--- config.mk ---
export PLATFORM = sky130hd
export DESIGN_NAME = uart_rx_demux_flat
export DESIGN_NICKNAME = d
export VERILOG_FILES = /design/src/rtl/uart_rx_demux_if.sv /design/src/rtl/uart_rx_demux.sv /design/src/flat_wrapper.sv
export SDC_FILE = /design/constraint.sdc
export NUM_CORES = 1
export LEC_CHECK = 0
export ABC_AREA = 1
export BUFFER_PORTS_ARGS = -buffer_cell sky130_fd_sc_hd__clkbuf_2
export CORE_ASPECT_RATIO = 0.75
export CORE_MARGIN = 5
export CORE_UTILIZATION = 50
export DETAILED_ROUTE_END_ITERATION = 12
export PLACE_DENSITY = 0.77
export SLEW_MARGIN = 0
export SYNTH_ARGS = -nofsm -noshare
export SYNTH_HDL_FRONTEND = slang
export SYNTH_SLANG_ARGS = --single-unit
--- constraint.sdc ---
create_clock -name clk -period 2.7 [get_ports clk]
set_clock_uncertainty 0.1 [all_clocks]
set_input_delay 0.54 -clock clk [delete_from_list [all_inputs] [get_ports clk]]
set_output_delay 0.54 -clock clk [all_outputs]
set_load 0.1 [all_outputs]
--- src/rtl/uart_rx_demux_if.sv ---
// Signal bundle for the RX demux: FIFO pop side and mouse-state consumer side.
// The demux drives through master; the FIFO and game logic sit on slave.
interface uart_rx_demux_if;
  logic       rx_empty;
  logic [7:0] r_data;
  logic       rd_uart;
  logic [7:0] data_second_mouse_right;
  logic [7:0] data_second_mouse_left;
  logic       right_valid;
  logic       left_valid;
  logic       resync;

  modport master (
    input  rx_empty,
    input  r_data,
    output rd_uart,
    output data_second_mouse_right,
    output data_second_mouse_left,
    output right_valid,
    output left_valid,
    output resync
  );

  modport slave (
    output rx_empty,
    output r_data,
    input  rd_uart,
    input  data_second_mouse_right,
    input  data_second_mouse_left,
    input  right_valid,
    input  left_valid,
    input  resync
  );
endinterface

--- src/rtl/uart_rx_demux.sv ---
// Pops UART RX bytes and routes them alternately to right/left mouse registers,
// with an idle watchdog that resyncs the slot. UART_RX_PAIR_COMMIT_EN: commit pairs atomically.
module uart_rx_demux #(
  parameter int TIMEOUT_CYCLES = 100_000,
  parameter int CNT_W          = $clog2(TIMEOUT_CYCLES + 1)
) (
  input  logic             clk,
  input  logic             rst,
  uart_rx_demux_if.master  bus
);

  typedef enum logic [1:0] {IDLE, POP, SETTLE} state_t;

  localparam logic [CNT_W-1:0] WD_LAST = CNT_W'(TIMEOUT_CYCLES - 1);

  state_t           state;
  state_t           state_nxt;
  logic             slot;
  logic [CNT_W-1:0] wd_cnt;
  logic [7:0]       shadow;
  logic             capture;
  logic             commit;
  logic             expire;
  logic             wd_run;
`ifdef UART_RX_PAIR_COMMIT_EN
  logic [7:0]       pending;
`endif

  // State register.
  always_ff @(posedge clk or posedge rst) begin
    if (rst) state <= IDLE;
    else     state <= state_nxt;
  end

  // Next state and per-cycle actions; a capture beats watchdog expiry.
  always_comb begin
    state_nxt = state;
    capture   = 1'b0;
    commit    = 1'b0;
    expire    = 1'b0;
    wd_run    = 1'b0;
    unique case (state)
      IDLE: begin
        if (!bus.rx_empty) begin
          capture   = 1'b1;
          state_nxt = POP;
        end else if (slot) begin
          if (wd_cnt == WD_LAST) expire = 1'b1;
          else                   wd_run = 1'b1;
        end
      end
      POP: begin
        commit    = 1'b1;
        state_nxt = SETTLE;
      end
      SETTLE:  state_nxt = IDLE;
      default: state_nxt = IDLE;
    endcase
  end

  // Capture, slot pointer and watchdog counter.
  always_ff @(posedge clk or posedge rst) begin
    if (rst) begin
      shadow <= '0;
      slot   <= 1'b0;
      wd_cnt <= '0;
    end else begin
      if (capture) shadow <= bus.r_data;
      if (expire)      slot <= 1'b0;
      else if (commit) slot <= ~slot;
      if (capture || expire || !slot) wd_cnt <= '0;
      else if (wd_run)                wd_cnt <= wd_cnt + 1'b1;
    end
  end

  // Registered pop strobe, resync strobe and committed output bytes.
  always_ff @(posedge clk or posedge rst) begin
    if (rst) begin
      bus.rd_uart                 <= 1'b0;
      bus.resync                  <= 1'b0;
      bus.right_valid             <= 1'b0;
      bus.left_valid              <= 1'b0;
      bus.data_second_mouse_right <= '0;
      bus.data_second_mouse_left  <= '0;
`ifdef UART_RX_PAIR_COMMIT_EN
      pending                     <= '0;
`endif
    end else begin
      bus.rd_uart     <= capture;
      bus.resync      <= expire;
      bus.right_valid <= 1'b0;
      bus.left_valid  <= 1'b0;
`ifdef UART_RX_PAIR_COMMIT_EN
      if (expire) pending <= '0;
      if (commit) begin
        if (!slot) begin
          pending <= shadow;
        end else begin
          bus.data_second_mouse_right <= pending;
          bus.data_second_mouse_left  <= shadow;
          bus.right_valid             <= 1'b1;
          bus.left_valid              <= 1'b1;
        end
      end
`else
      if (commit) begin
        if (!slot) begin
          bus.data_second_mouse_right <= shadow;
          bus.right_valid             <= 1'b1;
        end else begin
          bus.data_second_mouse_left  <= shadow;
          bus.left_valid              <= 1'b1;
        end
      end
`endif
    end
  end

endmodule

--- src/flat_wrapper.sv ---
// flat-port wrapper written by rule: the top's interface ports become plain ports
module uart_rx_demux_flat 
#(
  parameter int TIMEOUT_CYCLES = 100_000,
  parameter int CNT_W          = $clog2(TIMEOUT_CYCLES + 1)
)
  (clk, rst, bus_rx_empty, bus_r_data, bus_rd_uart, bus_data_second_mouse_right, bus_data_second_mouse_left, bus_right_valid, bus_left_valid, bus_resync);
  uart_rx_demux_if bus_i ();
  input  logic clk;
  input  logic rst;
  input wire logic [$bits(bus_i.rx_empty)-1:0] bus_rx_empty;
  input wire logic [$bits(bus_i.r_data)-1:0] bus_r_data;
  output wire logic [$bits(bus_i.rd_uart)-1:0] bus_rd_uart;
  output wire logic [$bits(bus_i.data_second_mouse_right)-1:0] bus_data_second_mouse_right;
  output wire logic [$bits(bus_i.data_second_mouse_left)-1:0] bus_data_second_mouse_left;
  output wire logic [$bits(bus_i.right_valid)-1:0] bus_right_valid;
  output wire logic [$bits(bus_i.left_valid)-1:0] bus_left_valid;
  output wire logic [$bits(bus_i.resync)-1:0] bus_resync;
  assign bus_i.rx_empty = bus_rx_empty;
  assign bus_i.r_data = bus_r_data;
  assign bus_rd_uart = bus_i.rd_uart;
  assign bus_data_second_mouse_right = bus_i.data_second_mouse_right;
  assign bus_data_second_mouse_left = bus_i.data_second_mouse_left;
  assign bus_right_valid = bus_i.right_valid;
  assign bus_left_valid = bus_i.left_valid;
  assign bus_resync = bus_i.resync;
  uart_rx_demux #(.TIMEOUT_CYCLES(TIMEOUT_CYCLES), .CNT_W(CNT_W)) u_core (.clk(clk), .rst(rst), .bus(bus_i));
endmodule
==> metrics, run 1 <==
status complete, no violations; Int Pwr 1.33 mW; Final period util 65.7%; Synth Area per Inst 8.86 um^2; share of the synthesized area in the top cell type 56.0%; Largest stage delay, worst path 0.46 ns; cts repair resizes 0; routability cong. 0.859; clock network fraction of design power 18.9%; Post-CTS Setup Inserts 0; worst-path cell chain clkbuf_2; DRT iter0 DRCs 120; first-pass GRT wire length 6830 um; Die Area 0.00571 mm^2; cell family with most CP delay buffers and inverters; DR DRC count 0; RSZ-0062 raised after global routing false; Critical Path End Type output pin; share of cells above drive strength 1 21.9%; post-route minimum period 1.77 ns; drt total wl 4000 um; H-tree lvl count 2; final setup fails 0; cts hold-fix bufs 0; Post-DP HPWL 2980 um; final setup TNS 0 ns; Area contributors post-synth dfrtp_1 56%, nand2_1 10%, inv_1 6.1%, nor2_1 6.1%, o21ai_0 4.0%; Clock transition at path regs 0.09 ns; Pleak 1.23 nW; Fill cells 349; setup slack after layout 0.927 ns; achievable frequency 564 MHz; maximum vdd drop 0.000936 V; final max-slew violation count 0; Crit path arrival time 1.13 ns; Seq pwr share 35.0%; Slowest cell on crit path clkbuf_2; flip-flop and latch area 0.00120 mm^2; post-synth top area cell dfrtp_1; Max Buffers Root-to-Sink 2; switching part of the total 52.0%; met1 usage in global routing 22.9%; Gate Count Post-Synth 242; hold crit path type input port to asynchronous set/reset pin; sequential element share of the synthesized area 56.0%; Port Buffers 30; CTS root buffer clkbuf_8; clk_lat worst skew 0.30 ns; chip width 85.6 um; CTS tree yes; #FFs+latches synth 48; Non-Filler Instances 333; met3 Use GR 3.58%; vias in the first global route 1494; power per standard cell area 1130 mW/mm^2; placed cells 325; most crowded layer after global routing met1; Net Count, Synth 254; initial antenna violation count 0; CP bufs+invs 1; core area 0.00410 mm^2; type of the worst setup path flop to output pin; Hold Vio Cnt, Final 0; vias 1582; max-cap viol count 0; Ports 31; CP Max Fanout 2; largest net degree at the start of global routing 30; area grow syn2layout 14.8%; Critical Path RT 2.06 ns; Startpoint Class flop; Syn. warnings 0; Die Ht 66.7 um; Initial Util 52.2%; Post-Place Setup Slack 0.979 ns; Post-Syn Area 0.00214 mm^2; Cell variety after synth 20; DR vias/cell 4.75; Antenna diodes 0; num rows 20; DRT antenna net count 0; Final nets 289; clk sinks 48; net switching power 1.44 mW; GR Util All Layers 15.3%; drt wl/cell 12.0 um; Worst-Margin Slew 0.640 ns; Worst slew margin 57.3%; Initial DRT Pass Iterations 4; power share of the combinational group 46.0%; footprint of the multi-input gates 778 um^2; grt met2 use 22.2%; grt ovf 0; TritonCTS buffer count 5
-- per-layer routing --
| metal | share of wire (%) | wire [um] | up-vias |
|---|---|---|---|
| met1 | 51 | 2060 | 738 |
| met3 | 4.7 | 186 | 4 |
| li1 | - | - | 813 |
| met4 | 0.60 | 24 | 0 |
| met5 | 0 | 0 | - |
| met2 | 43 | 1730 | 27 |
-- cells in the final DEF (no fill, tap or decap), types with 2 or more instances in the layout --
| master | netlist | routed |
|---|---|---|
| o21ai_0 | 17 | 17 |
| nand2_1 | 57 | 57 |
| nor2_1 | 35 | 35 |
| nor2_2 | 4 | 4 |
| xor2_1 | 9 | 9 |
| nand4_1 | 5 | 5 |
| nor2_4 | 2 | 2 |
| o21bai_1 | 2 | 2 |
| clkbuf_8 | 0 | 5 |
| buf_4 | 0 | 2 |
| o21ai_2 | 8 | 8 |
| clkbuf_2 | 1 | 30 |
| nand2_2 | 5 | 5 |
| inv_1 | 35 | 34 |
| nand3_1 | 7 | 7 |
| dfrtp_1 | 48 | 48 |
-- flip-flops by register name, summed over array words and instances, names as in the netlist --
register	cells
u_core.state	2
u_core.bus.left_valid	1
u_core.shadow	8
u_core.slot	1
u_core.wd_cnt	17
u_core.bus.data_second_mouse_left	8
u_core.bus.rd_uart	1
u_core.bus.data_second_mouse_right	8
u_core.bus.resync	1
u_core.bus.right_valid	1
-- cells in the mapped netlist (all sizes together) --
cell type and n:
o21ai 25, nand4 5, clkbuf 1, buf 3
xor2 9, xnor2 1, inv 35, nand2 62
o21bai 2, dfrtp 48, nor3b 1, ha 1
nor2 41, nand3 8
-- path summary, 6_finish.rpt --
| kind | slack [ns] | end | start | cells past startpoint |
|---|---|---|---|---|
| min | 0.11 | u_core.bus.data_second_mouse_left[3] | rst | 2 |
| max reg2reg | 0.97 | u_core.wd_cnt[9] | u_core.wd_cnt[0] | 8 |
| max | 0.93 | bus_data_second_mouse_right[5] | u_core.bus.data_second_mouse_right[5] | 1 |
| min reg2reg | 0.39 | u_core.bus.data_second_mouse_left[0] | u_core.bus.data_second_mouse_left[0] | 2 |
| min in group clk | 0.32 | u_core.state[0] | bus_rx_empty | 2 |
| max in group asynchronous | 1.68 | u_core.wd_cnt[9] | rst | 3 |
-- power groups by stage --
| stage | registers (mW) | logic, mW | clock network (mW) |
|---|---|---|---|
| 2_1_floorplan | 1.79 | 0.272 | 0 |
| 3_3_place_gp | 0.973 | 1.27 | 0 |
| 3_5_place_dp | 0.983 | 1.28 | 0 |
| 4_1_cts | 0.969 | 1.28 | 0.536 |
| 5_1_grt | 0.988 | 1.34 | 0.564 |
| 6_report | 0.969 | 1.27 | 0.524 |
-- stage by stage --
stage               area, um^2  hold slack, ns  power (mW)  util, %
floorplan                 2140           0.349        2.07        -
global placement          2340           0.364        2.24     57.1
detailed placement        2340           0.372        2.27     57.1
CTS                       2460           0.117        2.79     59.9
global route              2460           0.138        2.89     59.9
finish                    2460           0.107        2.77     59.9
-- kinds of logic (layout without fill, tap and decap cells) --
family	count (synthesis)	in the layout	synth area share (%)
AOI/OAI and AO/OA	27	27	7.94
xor gates and xnor gates	10	10	4.09
adders and majority gates	1	1	0.584
buffers and inverters	39	75	7.65
DFF	48	48	56.0
and+or+nand+nor	117	117	23.7
-- cell type report --
type                    count  share of cell area, %
clock buffers               5                   2.80
flip-flops and latches     48                   48.8
repair buffers             32                   6.71
inverters                  35                   5.34
multi-input cells         155                   31.6
clock inverters             3                   1.88
well taps                  55                   2.80
No activity file was read; power rests on OpenSTA's default activity.
==> run 2: changes to the inputs <==
==> constraint.sdc (replaced) <==
create_clock -name clk -period 1.69 [get_ports clk]
set_clock_uncertainty 0.1 [all_clocks]
set_input_delay 0.338 -clock clk [delete_from_list [all_inputs] [get_ports clk]]
set_output_delay 0.338 -clock clk [all_outputs]
set_load 0.1 [all_outputs]
==> run 2 against run 1 <==
Compared with the run above:
- clock power rose by 53%
- non-clock buffer count rose by 9
- critical path depth rose by 6
- cell count rose by 2.7%
- first-iteration DRC count fell by 34%
==> metrics, run 2 (synthesis gave the netlist of run 1 again) <==
hold depth 3; Startpoint Class flop; HP Start bus_r_data[6]; Non-Filler Instances 342 (+2.7%); max-cap viol count 0 (unchanged); Ports 31 (unchanged); final setup fails 0 (unchanged); TritonCTS buffer count 5 (unchanged); commonest non-fill, non-tap cell in the layout nand2_1; type of the worst setup path flop to flop; largest net degree at the start of global routing 49 (+63%); Antenna diodes 0 (unchanged); origin of the worst setup path u_core.wd_cnt[1]; Largest register FFs 17 (unchanged); final max-slew violation count 0 (unchanged); Post-DP HPWL 3010 um (+0.86%); clk sinks 48 (unchanged); hold slack 0.153 ns (+0.0459 ns); Die Area 0.00571 mm^2 (unchanged); Pleak 1.28 nW (+3.8%); drt wl/cell 12.9 um (+7.7%); initial antenna violation count 0 (unchanged); GR Util All Layers 17.2% (+1.9 points); Port Buffers 30 (unchanged); CP Max Fanout 8 (+6); vias 1660 (+4.9%); Hold Vio Cnt, Final 0 (unchanged); DRT antenna net count 0 (unchanged); Util after Layout 62.7% (+2.7 points); Die Ht 66.7 um (unchanged); achievable frequency 622 MHz; area grow syn2layout 20.0%; Setup crit end u_core.wd_cnt[7]; Worst slew margin 63.7% (+6.4 points); maximum vdd drop 0.00126 V (+35%); Critical Path End Type flop; worst reg2reg path depth 7 (-1); power per standard cell area 1750 mW/mm^2 (+56%); status complete, no violations; vias in the first global route 1617 (+8.2%); num rows 20 (unchanged); Worst-Margin Slew 0.546 ns (-0.0932 ns); clk_lat worst skew 0.29 ns (about the same); largest register by flop count u_core.wd_cnt; grt ovf 0 (unchanged); Critical Path RT 1.78 ns (-0.28 ns); CTS tree yes; R2R Setup Slk 0.08 ns (-0.89 ns); core area 0.00410 mm^2 (unchanged); DR DRC count 0 (unchanged); Crit path arrival time 1.70 ns (+0.57 ns); placed cells 327 (+0.62%); Max Buffers Root-to-Sink 2 (unchanged); DR vias/cell 4.85 (+2.2%); chip width 85.6 um (unchanged); routability cong. 0.827 (-3.7%); first-pass GRT wire length 7580 um (+11%); H-tree lvl count 2 (unchanged); Pwr Total 4.51 mW (+63%); hold crit path type input port to flop; Initial Util 52.2% (unchanged); Clock transition at path regs 0.08 ns (about the same); Final period util 95.1%; Reg-to-Reg End u_core.wd_cnt[7]; RR Startpoint u_core.wd_cnt[1]; DRT iter0 DRCs 79 (-34%); share of cells above drive strength 1 26.8% (+4.9 points); Final nets 298 (+3.1%); commonest cells after routing, fill and taps aside 56 x nand2_1, 48 x dfrtp_1, 33 x inv_1, 30 x nor2_1, 30 x clkbuf_2; CTS root buffer clkbuf_8; post-route minimum period 1.61 ns; drt total wl 4420 um (+11%); Initial DRT Pass Iterations 5 (+1)
run 2: stage by stage:
step | instance area (um^2) | worst slack [ns] | TNS, ns
6_report | 2570 | 0.0823 | 0
3_5_place_dp | 2370 | -0.0333 | -0.0583
5_1_grt | 2570 | -0.0139 | -0.0838
2_1_floorplan | 2140 | 0.108 | 0
3_3_place_gp | 2370 | 0.0763 | 0
4_1_cts | 2500 | 0.0198 | 0
run 2: critical path, stage by stage (launching register included):
cell     delay (ns)
dfrtp_1        0.39
ha_1           0.24
nand3_2        0.13
nor2_2         0.14
nand3_2        0.14
nand3_4        0.16
buf_4          0.16
nor2_1         0.05
run 2: how the worst min path moves through the flow:
stage	slack, ns	endpoint
after floorplan	0.30	u_core.state[0]
after global placement	0.28	u_core.bus.resync
after detailed placement	0.28	u_core.bus.resync
after CTS	0.14	u_core.shadow[7]
after global routing	0.15	u_core.state[0]
final	0.15	u_core.shadow[6]
run 2: timing repair:
item                       CTS  global route
resized for setup            1             9
buffers inserted             0             6
hold endpoints to repair    48             0
gates cloned                 0             0
setup endpoints to repair    5            23
pin swaps                    0             1
hold buffers                 1             0
run 2: cell type report:
class	count	area [um^2]
clock inverters	2	35.0
multi-input cells	155	811
well taps	55	68.8
fillers	354	1530
flip-flops and latches	48	1200
inverters	35	135
repair buffers	41	248
clock buffers	6	72.6
run 2: routing by layer:
metal  vias up  global-route usage [%]  share of wire, %  wire length [um]
met5         -                       0                 0                 0
met4         0                    6.92              0.75                33
met3         4                    3.58               5.2               228
met2        42                    26.1                48              2110
met1       785                    24.1                46              2050
li1        829                       -                 -                 -
run 2: where the power goes:
group	total, mW	internal [mW]	switching [mW]
registers	1.55	1.40	0.153
logic	2.16	0.354	1.80
clock network	0.801	0.439	0.362
total	4.51	2.19	2.32
